## config.mk

```make
export PLATFORM = sky130hd
export DESIGN_NAME = direction_arbiter_flat
export DESIGN_NICKNAME = d
export VERILOG_FILES = /design/src/rtl/direction_arbiter_if.sv /design/src/rtl/direction_arbiter.sv /design/src/flat_wrapper.sv
export SDC_FILE = /design/constraint.sdc
export NUM_CORES = 1
export LEC_CHECK = 0
export CAP_MARGIN = 30
export CORE_ASPECT_RATIO = 0.8
export CORE_UTILIZATION = 50
export CTS_CLUSTER_DIAMETER = 120
export CTS_CLUSTER_SIZE = 12
export DETAILED_ROUTE_END_ITERATION = 10
export GPL_TIMING_DRIVEN = 0
export PLACE_DENSITY = 0.85
export SLEW_MARGIN = 30
export SYNTH_ARGS = -nofsm -noshare
export SYNTH_HDL_FRONTEND = slang
export SYNTH_SLANG_ARGS = --single-unit
```

## constraint.sdc

```tcl
create_clock -name clk -period 5.5 [get_ports clk]
set_clock_uncertainty 0.15 [all_clocks]
set_input_delay 0.55 -clock clk [delete_from_list [all_inputs] [get_ports clk]]
set_output_delay 0.55 -clock clk [all_outputs]
set_load 0.01 [all_outputs]
```

## src/rtl/direction_arbiter_if.sv

```systemverilog
// Request/select bundle between the four direction requesters and the arbiter
// that drives the shared direction multiplexer.
interface direction_arbiter_if;
   logic       up;
   logic       right;
   logic       down;
   logic       left;
   logic       select1;
   logic       select0;
   logic [3:0] grant;
   logic       busy;
   logic       done;

   modport master (
      output up, right, down, left,
      input  select1, select0, grant, busy, done
   );

   modport slave (
      input  up, right, down, left,
      output select1, select0, grant, busy, done
   );
endinterface

```

## src/rtl/direction_arbiter.sv

```systemverilog
// Round-robin, non-preemptive arbiter for the four-way direction mux: one
// direction is granted for HOLD_CYCLES cycles, and back-to-back windows have no gap.
module direction_arbiter #(
   parameter int HOLD_CYCLES = 4
) (
   input  logic                clk,
   input  logic                rst_n,
   direction_arbiter_if.slave  bus
);

   typedef enum logic [0:0] {
      IDLE = 1'b0,
      HOLD = 1'b1
   } state_t;

   localparam logic [7:0] RELOAD   = 8'(HOLD_CYCLES - 1);
   localparam logic       HOLD_ONE = (HOLD_CYCLES == 1);

   state_t     state_r;
   logic [1:0] ptr_r;
   logic [7:0] count_r;
   logic [1:0] sel_r;
   logic [3:0] grant_r;
   logic       busy_r;
   logic       done_r;

   logic [3:0] req_s;
   logic [1:0] base_s;
   logic [2:0] pick_s;

   // First asserted request at or after base, wrapping; returns {found, index}.
   function automatic logic [2:0] pick(input logic [3:0] req, input logic [1:0] base);
      logic [2:0] res;
      logic [1:0] idx;
      res = 3'b000;
      for (int i = 3; i >= 0; i--) begin
         idx = base + 2'(i);
         if (req[idx]) begin
            res = {1'b1, idx};
         end
      end
      return res;
   endfunction

   assign req_s = {bus.left, bus.down, bus.right, bus.up};

   // At expiry the search already starts past the direction just served.
   always_comb begin
      base_s = ptr_r;
      if (state_r == HOLD) begin
         base_s = sel_r + 2'd1;
      end else begin
         base_s = ptr_r;
      end
      pick_s = pick(req_s, base_s);
   end

   // Arbitration state machine with registered mux select and status outputs.
   always_ff @(posedge clk or negedge rst_n) begin
      if (!rst_n) begin
         state_r <= IDLE;
         ptr_r   <= 2'b00;
         count_r <= 8'd0;
         sel_r   <= 2'b00;
         grant_r <= 4'b0000;
         busy_r  <= 1'b0;
         done_r  <= 1'b0;
      end else begin
         case (state_r)
            IDLE: begin
               if (pick_s[2]) begin
                  state_r <= HOLD;
                  sel_r   <= pick_s[1:0];
                  grant_r <= 4'b0001 << pick_s[1:0];
                  busy_r  <= 1'b1;
                  count_r <= RELOAD;
                  done_r  <= HOLD_ONE;
               end else begin
                  grant_r <= 4'b0000;
                  busy_r  <= 1'b0;
                  done_r  <= 1'b0;
               end
            end
            HOLD: begin
               if (count_r != 8'd0) begin
                  count_r <= count_r - 8'd1;
                  done_r  <= (count_r == 8'd1);
               end else begin
                  ptr_r <= sel_r + 2'd1;
                  if (pick_s[2]) begin
                     sel_r   <= pick_s[1:0];
                     grant_r <= 4'b0001 << pick_s[1:0];
                     busy_r  <= 1'b1;
                     count_r <= RELOAD;
                     done_r  <= HOLD_ONE;
                  end else begin
                     state_r <= IDLE;
                     grant_r <= 4'b0000;
                     busy_r  <= 1'b0;
                     done_r  <= 1'b0;
                  end
               end
            end
            default: begin
               state_r <= IDLE;
               grant_r <= 4'b0000;
               busy_r  <= 1'b0;
               done_r  <= 1'b0;
               count_r <= 8'd0;
            end
         endcase
      end
   end

   assign bus.select1 = sel_r[1];
   assign bus.select0 = sel_r[0];
   assign bus.grant   = grant_r;
   assign bus.busy    = busy_r;
   assign bus.done    = done_r;

endmodule

```

## src/flat_wrapper.sv

```systemverilog
// flat-port wrapper written by rule: the top's interface ports become plain ports
module direction_arbiter_flat 
#(
   parameter int HOLD_CYCLES = 4
)
  (clk, rst_n, bus_up, bus_right, bus_down, bus_left, bus_select1, bus_select0, bus_grant, bus_busy, bus_done);
  direction_arbiter_if bus_i ();
  input  logic clk;
  input  logic rst_n;
  input wire logic [$bits(bus_i.up)-1:0] bus_up;
  input wire logic [$bits(bus_i.right)-1:0] bus_right;
  input wire logic [$bits(bus_i.down)-1:0] bus_down;
  input wire logic [$bits(bus_i.left)-1:0] bus_left;
  output wire logic [$bits(bus_i.select1)-1:0] bus_select1;
  output wire logic [$bits(bus_i.select0)-1:0] bus_select0;
  output wire logic [$bits(bus_i.grant)-1:0] bus_grant;
  output wire logic [$bits(bus_i.busy)-1:0] bus_busy;
  output wire logic [$bits(bus_i.done)-1:0] bus_done;
  assign bus_i.up = bus_up;
  assign bus_i.right = bus_right;
  assign bus_i.down = bus_down;
  assign bus_i.left = bus_left;
  assign bus_select1 = bus_i.select1;
  assign bus_select0 = bus_i.select0;
  assign bus_grant = bus_i.grant;
  assign bus_busy = bus_i.busy;
  assign bus_done = bus_i.done;
  direction_arbiter #(.HOLD_CYCLES(HOLD_CYCLES)) u_core (.clk(clk), .rst_n(rst_n), .bus(bus_i));
endmodule
```

==> metrics, run 1 <==
Longest Clk Path Bufs 2; post-detail-place hpwl 1.64 mm; DR WL/cell 13.6 µm; crit end category register; Worst Path Required 5.51 ns; CTS tree done; R2R Path Start u_core.count_r[3]$_DFF_PN0_; pre-CTS setup slack 3.11 ns; CP top delay family simple AND/OR/NAND/NOR gates; Worst-path clk slew 0.11 ns; Via density 5.99; yosys warns 0; #FFs+latches synth 19; PnR worst setup slack 3.32 ns; core area 1910 µm²; H-tree depth 1; RSZ-0062 raised after global routing false; final cell count without fillers 163; CTS resizes 0; layout cells sized above 1 6.47%; status finished, final reports clean; DRT Wirelength 2.22 mm; Power Dens Cells 488 nW/µm²; peak supply drop 0.259 mV; sequential share of the synthesized area 45.8%; Cells after Synth 122; Primary FF master, synth dfrtp_1; DR vias 976; Post-Synthesis Cell Area 1040 µm²; # setup viols final 0; TritonRoute pass-1 iters 4; Routed Antenna Nets 0; Die Width 53.0 µm; Port Buf Inserts 13; ys async rst share 100%; Tightest Hold Check Type reg2reg; Startpoint Class register; WS Path Type reg2reg; Remaining DRCs 0; Tmin final 2.18 ns; Setup TNS Final 0 ns; Crit Path Max Fanout 6; endpoints failing hold 0; Design Area, Final 1230 µm²; CP bufs+invs 2; hold_buf cts 0; distinct cell type count of the synthesized netlist 30; CP Cell Sequence or3_1, buf_2, o31a_1, nor2_1, inv_2, nor2_1, a21oi_1; CP max stage delay 0.42 ns; largest net degree at the start of global routing 20; Placer Congestion 0.828; Critical Path Source u_core.count_r[3]$_DFF_PN0_; Slew @ Worst Pin 0.823 ns; row count 14; area delta synth->final 18.1%; die area 2260 µm²; syn_nets 131; Mapped Avg Cell Area 8.51 µm²; Area after DPL 1200 µm²; Hold Crit Start u_core.bus.grant[1]$_DFFE_PN0N_; Post-CTS Setup Repair Bufs 0; number of synthesized flops with an enable pin 0; CTS sink cnt 19; Period Utilization, post-route 39.6%; cts bufs inserted 3; crit path max-delay cell type dfrtp_1; GRT Util Overall 22.7%; Post-layout nets 149; placed cell count 159; Initial Util 54.4%; Initial DRC Count 44; global-route wire length before repair 3.72 mm; hold_ws 0.346 ns; CP most frequent cell nor2_1; Clock Latency Late Sink 0.30 ns; chip height 42.8 µm; Max Clock Freq 0.459 GHz; critical path arrival 2.19 ns; Antenna diodes 0; Max-cap violations 0; Ports 14; initial antenna violation count 0; final global-route overflow total 0; Relative slew margins 44.7%; number of global-route vias before repair 871; Leak 0.000533 µW; max-slew violations 0; root buf cell clkbuf_4
-- registers in the layout, indices dropped and copies added, names as in the netlist --
register / flops
u_core.bus.busy: 1
u_core.state_r: 1
u_core.ptr_r: 2
u_core.bus.done: 1
u_core.count_r: 8
u_core.sel_r: 2
u_core.bus.grant: 4
-- layout by cell type, fill, tap and decap left out, drive strengths merged --
| master | synthesis | final |
|---|---|---|
| nor3 | 4 | 4 |
| o31ai | 4 | 4 |
| clkdlybuf4s50 | 0 | 13 |
| dfrtp | 19 | 19 |
| a221o | 1 | 1 |
| or3 | 3 | 3 |
| a21oi | 6 | 6 |
| clkinv | 0 | 1 |
| o21ai | 17 | 17 |
| inv | 9 | 9 |
| clkbuf | 1 | 4 |
| buf | 3 | 3 |
| and2 | 1 | 1 |
| nand4b | 1 | 1 |
| o31a | 1 | 1 |
| a31oi | 1 | 1 |
| nand3 | 5 | 5 |
| a32oi | 1 | 1 |
| o22ai | 1 | 1 |
| xnor2 | 1 | 1 |
| nor2 | 16 | 16 |
| ha | 3 | 3 |
| and3 | 3 | 3 |
| o41ai | 3 | 3 |
| xor2 | 1 | 1 |
| a21o | 1 | 1 |
| nand2b | 1 | 1 |
| nor4 | 2 | 2 |
| nand2 | 13 | 13 |
-- Yosys cell counts, types with 2 or more instances --
master   number  area share, %
nor3_1        4            1.9
nor4_1        2            1.2
nand3_1       5            2.4
o31ai_1       3            2.2
ha_1          3            3.6
and3_1        3            1.8
o21ai_0      17            8.2
inv_1         8            2.9
or3_1         3            1.8
dfrtp_1      19             46
nor2_1       16            5.8
nand2_1      13            4.7
o41ai_1       3            2.5
a21oi_1       6            2.9
buf_2         2           0.96
-- cell families (layout without fill, tap and decap cells) --
kind of cell	Yosys count	count (layout)	share of synthesized area (%)
xor gates and xnor gates	2	2	1.69
buffers and inverters	13	30	5.66
and+or+nand+nor	49	49	21.7
adders and majority gates	3	3	3.61
AOI/OAI and AO/OA	36	36	21.6
DFF	19	19	45.8
-- worst paths after layout --
kind                                                        end  slack (ns)  cells after the start
worst min register to register  u_core.bus.grant[1]$_DFFE_PN0N_        0.35                      2
min in group asynchronous           u_core.count_r[3]$_DFF_PN0_        0.56                      1
worst max-delay path                u_core.count_r[0]$_DFF_PN0_        3.32                      7
worst min-delay path            u_core.bus.grant[1]$_DFFE_PN0N_        0.35                      2
max in group asynchronous           u_core.ptr_r[1]$_DFFE_PN0P_        4.12                      1
worst max register to register      u_core.count_r[0]$_DFF_PN0_        3.32                      7
-- where the power goes --
group	switching, µW	total, µW	internal (µW)
sequential	60.1	260	200
clock	41.2	68.3	27.1
combinational	143	270	127
-- through the flow --
| step | util, % | power, µW |
|---|---|---|
| final | 64.2 | 598 |
| after global routing | 64.2 | 653 |
| after global placement | 62.8 | 512 |
| after floorplan | - | 424 |
| after CTS | 64.2 | 598 |
| after detailed placement | 62.8 | 527 |
-- worst min-delay path, cell delays in order (launching register included) --
cell	delay (ns)
dfrtp_1	0.36
nand2_1	0.05
o41ai_1	0.05
-- per-layer routing --
metal	up-vias	track usage [%]	wire length, µm
met1	459	30.8	1000
met3	4	6.81	177
met2	45	35.7	1030
met5	-	0	0
li1	468	-	-
met4	0	4.74	16
-- layout make-up --
cell class / count / area (µm²)
buffer: 4 / 25.0
clock buffer: 3 / 22.5
clock inverter: 1 / 5.00
fill: 168 / 683
inverter: 9 / 33.8
multi-input combinational: 90 / 504
sequential: 19 / 475
tap: 24 / 30.0
timing repair buffer: 13 / 130
Note: power is estimated with default switching activity, not from simulation.
==> inputs of run 2 (changes only) <==
Clock period 5.5 ns to 2.1 ns, I/O delays scaled along.
==> metrics, run 2 (synthesis gave the netlist of run 1 again) <==
Setup TNS Final 0 ns (unchanged); critical path arrival 2.07 ns (-0.12 ns); cts bufs inserted 3 (unchanged); Levels on crit path 5 (-2); DRT Wirelength 2.41 mm (+8.5%); fill count 156 (-7.1%); max-slew violations 0 (unchanged); Design Area, Final 1300 µm² (+5.9%); Placer Congestion 0.828 (unchanged); Worst Path Required 2.16 ns (-3.35 ns); Setup crit end u_core.bus.grant[2]$_DFFE_PN0N_; post-detail-place hpwl 1.64 mm (unchanged); Port Buf Inserts 13 (unchanged); Area after DPL 1200 µm² (unchanged); Post-layout nets 152 (+2.0%); root buf cell clkbuf_4; Antenna diodes 0 (unchanged); WS Path Type reg2reg; area delta synth->final 25.1%; commonest non-fill, non-tap cell in the layout dfrtp_1; Crit Path Max Fanout 10 (+4); TritonRoute pass-1 iters 4 (unchanged); Routed Antenna Nets 0 (unchanged); largest net degree at the start of global routing 20 (unchanged); Max Clock Freq 0.497 GHz (+8.2%); Startpoint Class register; met3 WL 154 µm (-13%); core area 1910 µm² (unchanged); Clock Latency Late Sink 0.30 ns (about the same); max reg flops 8 (unchanged); peak supply drop 0.712 mV (+180%); crit end category register; CTS sink cnt 19 (unchanged); Max-cap violations 0 (unchanged); Remaining DRCs 0 (unchanged); PnR worst setup slack 0.0860 ns (-3.23 ns); Power Dens Cells 1290 nW/µm² (+160%); row count 14 (unchanged); Reg2Reg Depth 5 (-2); most frequent cells in the layout dfrtp_1, o21ai_0, nor2_1, nand2_1, clkdlybuf4s50_1; CP max stage delay 0.42 ns (about the same); endpoints failing hold 0 (unchanged); pre-CTS setup slack -0.0383 ns (-3.15 ns); met2 WL 1.14 mm (+11%); Ports 14 (unchanged); status finished, final reports clean; final global-route overflow total 0 (unchanged); Period Utilization, post-route 95.9% (+56 points); GRT Util Overall 22.9% (+0.22 points); Die Width 53.0 µm (unchanged); chip height 42.8 µm (unchanged); # setup viols final 0 (unchanged); Via density 5.99 (+0.10%); global-route wire length before repair 3.77 mm (+1.3%); R2R Path Start u_core.count_r[3]$_DFF_PN0_; Tightest Hold Check Type in2async; Initial Util 54.4% (unchanged); Leak 0.000553 µW (+3.8%); number of global-route vias before repair 881 (+1.1%); die area 2260 µm² (unchanged); H-tree depth 1 (unchanged); DR WL/cell 14.5 µm (+6.5%); CTS tree done; Biggest register u_core.count_r; crit path max-delay cell type dfrtp_1; Worst-path clk slew 0.11 ns (about the same); CP Cell Sequence or3_1, buf_4, o31a_1, buf_2, o31ai_1; M1 wire length 1.09 mm (+8.9%); Max Used Layer met4; Longest Clk Path Bufs 2 (unchanged); CP bufs+invs 2 (unchanged); DR vias 995 (+1.9%); layout cells sized above 1 12.0% (+5.5 points); Critical Path Source u_core.count_r[3]$_DFF_PN0_; Relative slew margins 44.5% (-0.11 points); worst r2r dst u_core.bus.grant[2]$_DFFE_PN0N_; initial antenna violation count 0 (unchanged); CP top delay family compound AO/OA/AOI/OAI gates; Reg2Reg Setup Slack 0.09 ns (-3.23 ns); Initial DRC Count 68 (+55%); Slew @ Worst Pin 0.829 ns (+0.00665 ns); Tmin final 2.01 ns (-0.166 ns)
-- run 2: cell types whose count changed in the layout (fill, tap and decap cells not counted), sizes merged --
| cell | change |
|---|---|
| clkbuf | -1 |
| buf | +4 |
-- run 2: layout make-up --
cell class / instances / area [µm²] / area share [%]
clock buffer: 3 / 22.5 / 1.73
multi-input combinational: 90 / 553 / 42.6
tap: 24 / 30.0 / 2.31
timing repair buffer: 16 / 150 / 11.6
buffer: 4 / 28.8 / 2.22
inverter: 9 / 33.8 / 2.60
clock inverter: 1 / 5.00 / 0.385
sequential: 19 / 475 / 36.6
-- run 2: timing repair --
item	4_1_cts	5_1_grt
buffers inserted	0	2
gates resized for setup	2	9
pin swaps	0	3
hold buffers	0	0
endpoints found under the setup margin	5	12
cloned	0	1
-- run 2: worst min path at each step --
| stage | cells past startpoint | endpoint | from | slack, ns |
|---|---|---|---|---|
| global placement | 2 | u_core.bus.grant[0]$_DFFE_PN0N_ | u_core.bus.grant[0]$_DFFE_PN0N_ | 0.31 |
| floorplan | 0 | u_core.bus.busy$_DFFE_PN0N_ | rst_n | -0.24 |
| finish | 1 | u_core.count_r[3]$_DFF_PN0_ | rst_n | 0.22 |
| global route | 1 | u_core.count_r[3]$_DFF_PN0_ | rst_n | 0.29 |
| detailed placement | 2 | u_core.bus.grant[3]$_DFFE_PN0N_ | u_core.bus.grant[3]$_DFFE_PN0N_ | 0.32 |
| CTS | 1 | u_core.bus.grant[0]$_DFFE_PN0N_ | rst_n | 0.24 |
-- run 2: through the flow --
stage          util [%]  hold slack, ns  power (µW)  instances
4_1_cts            64.7           0.244        1580        163
2_1_floorplan         -          -0.236        1110        122
5_1_grt            68.0           0.288        1810        166
3_3_place_gp       62.8           0.308        1340        159
6_report           68.0           0.224        1670        166
3_5_place_dp       62.8           0.321        1380        159
-- run 2: report_power, final --
group          switching, µW  internal (µW)  total, µW
clock                    111           70.9        182
combinational            426            383        809
sequential               156            523        679
-- run 2: per-layer routing --
layer | GRT usage [%] | vias to the layer above
li1 | - | 473
met2 | 36.2 | 41
met5 | 0 | -
met4 | 4.21 | 0
met1 | 31.5 | 479
met3 | 6.45 | 2
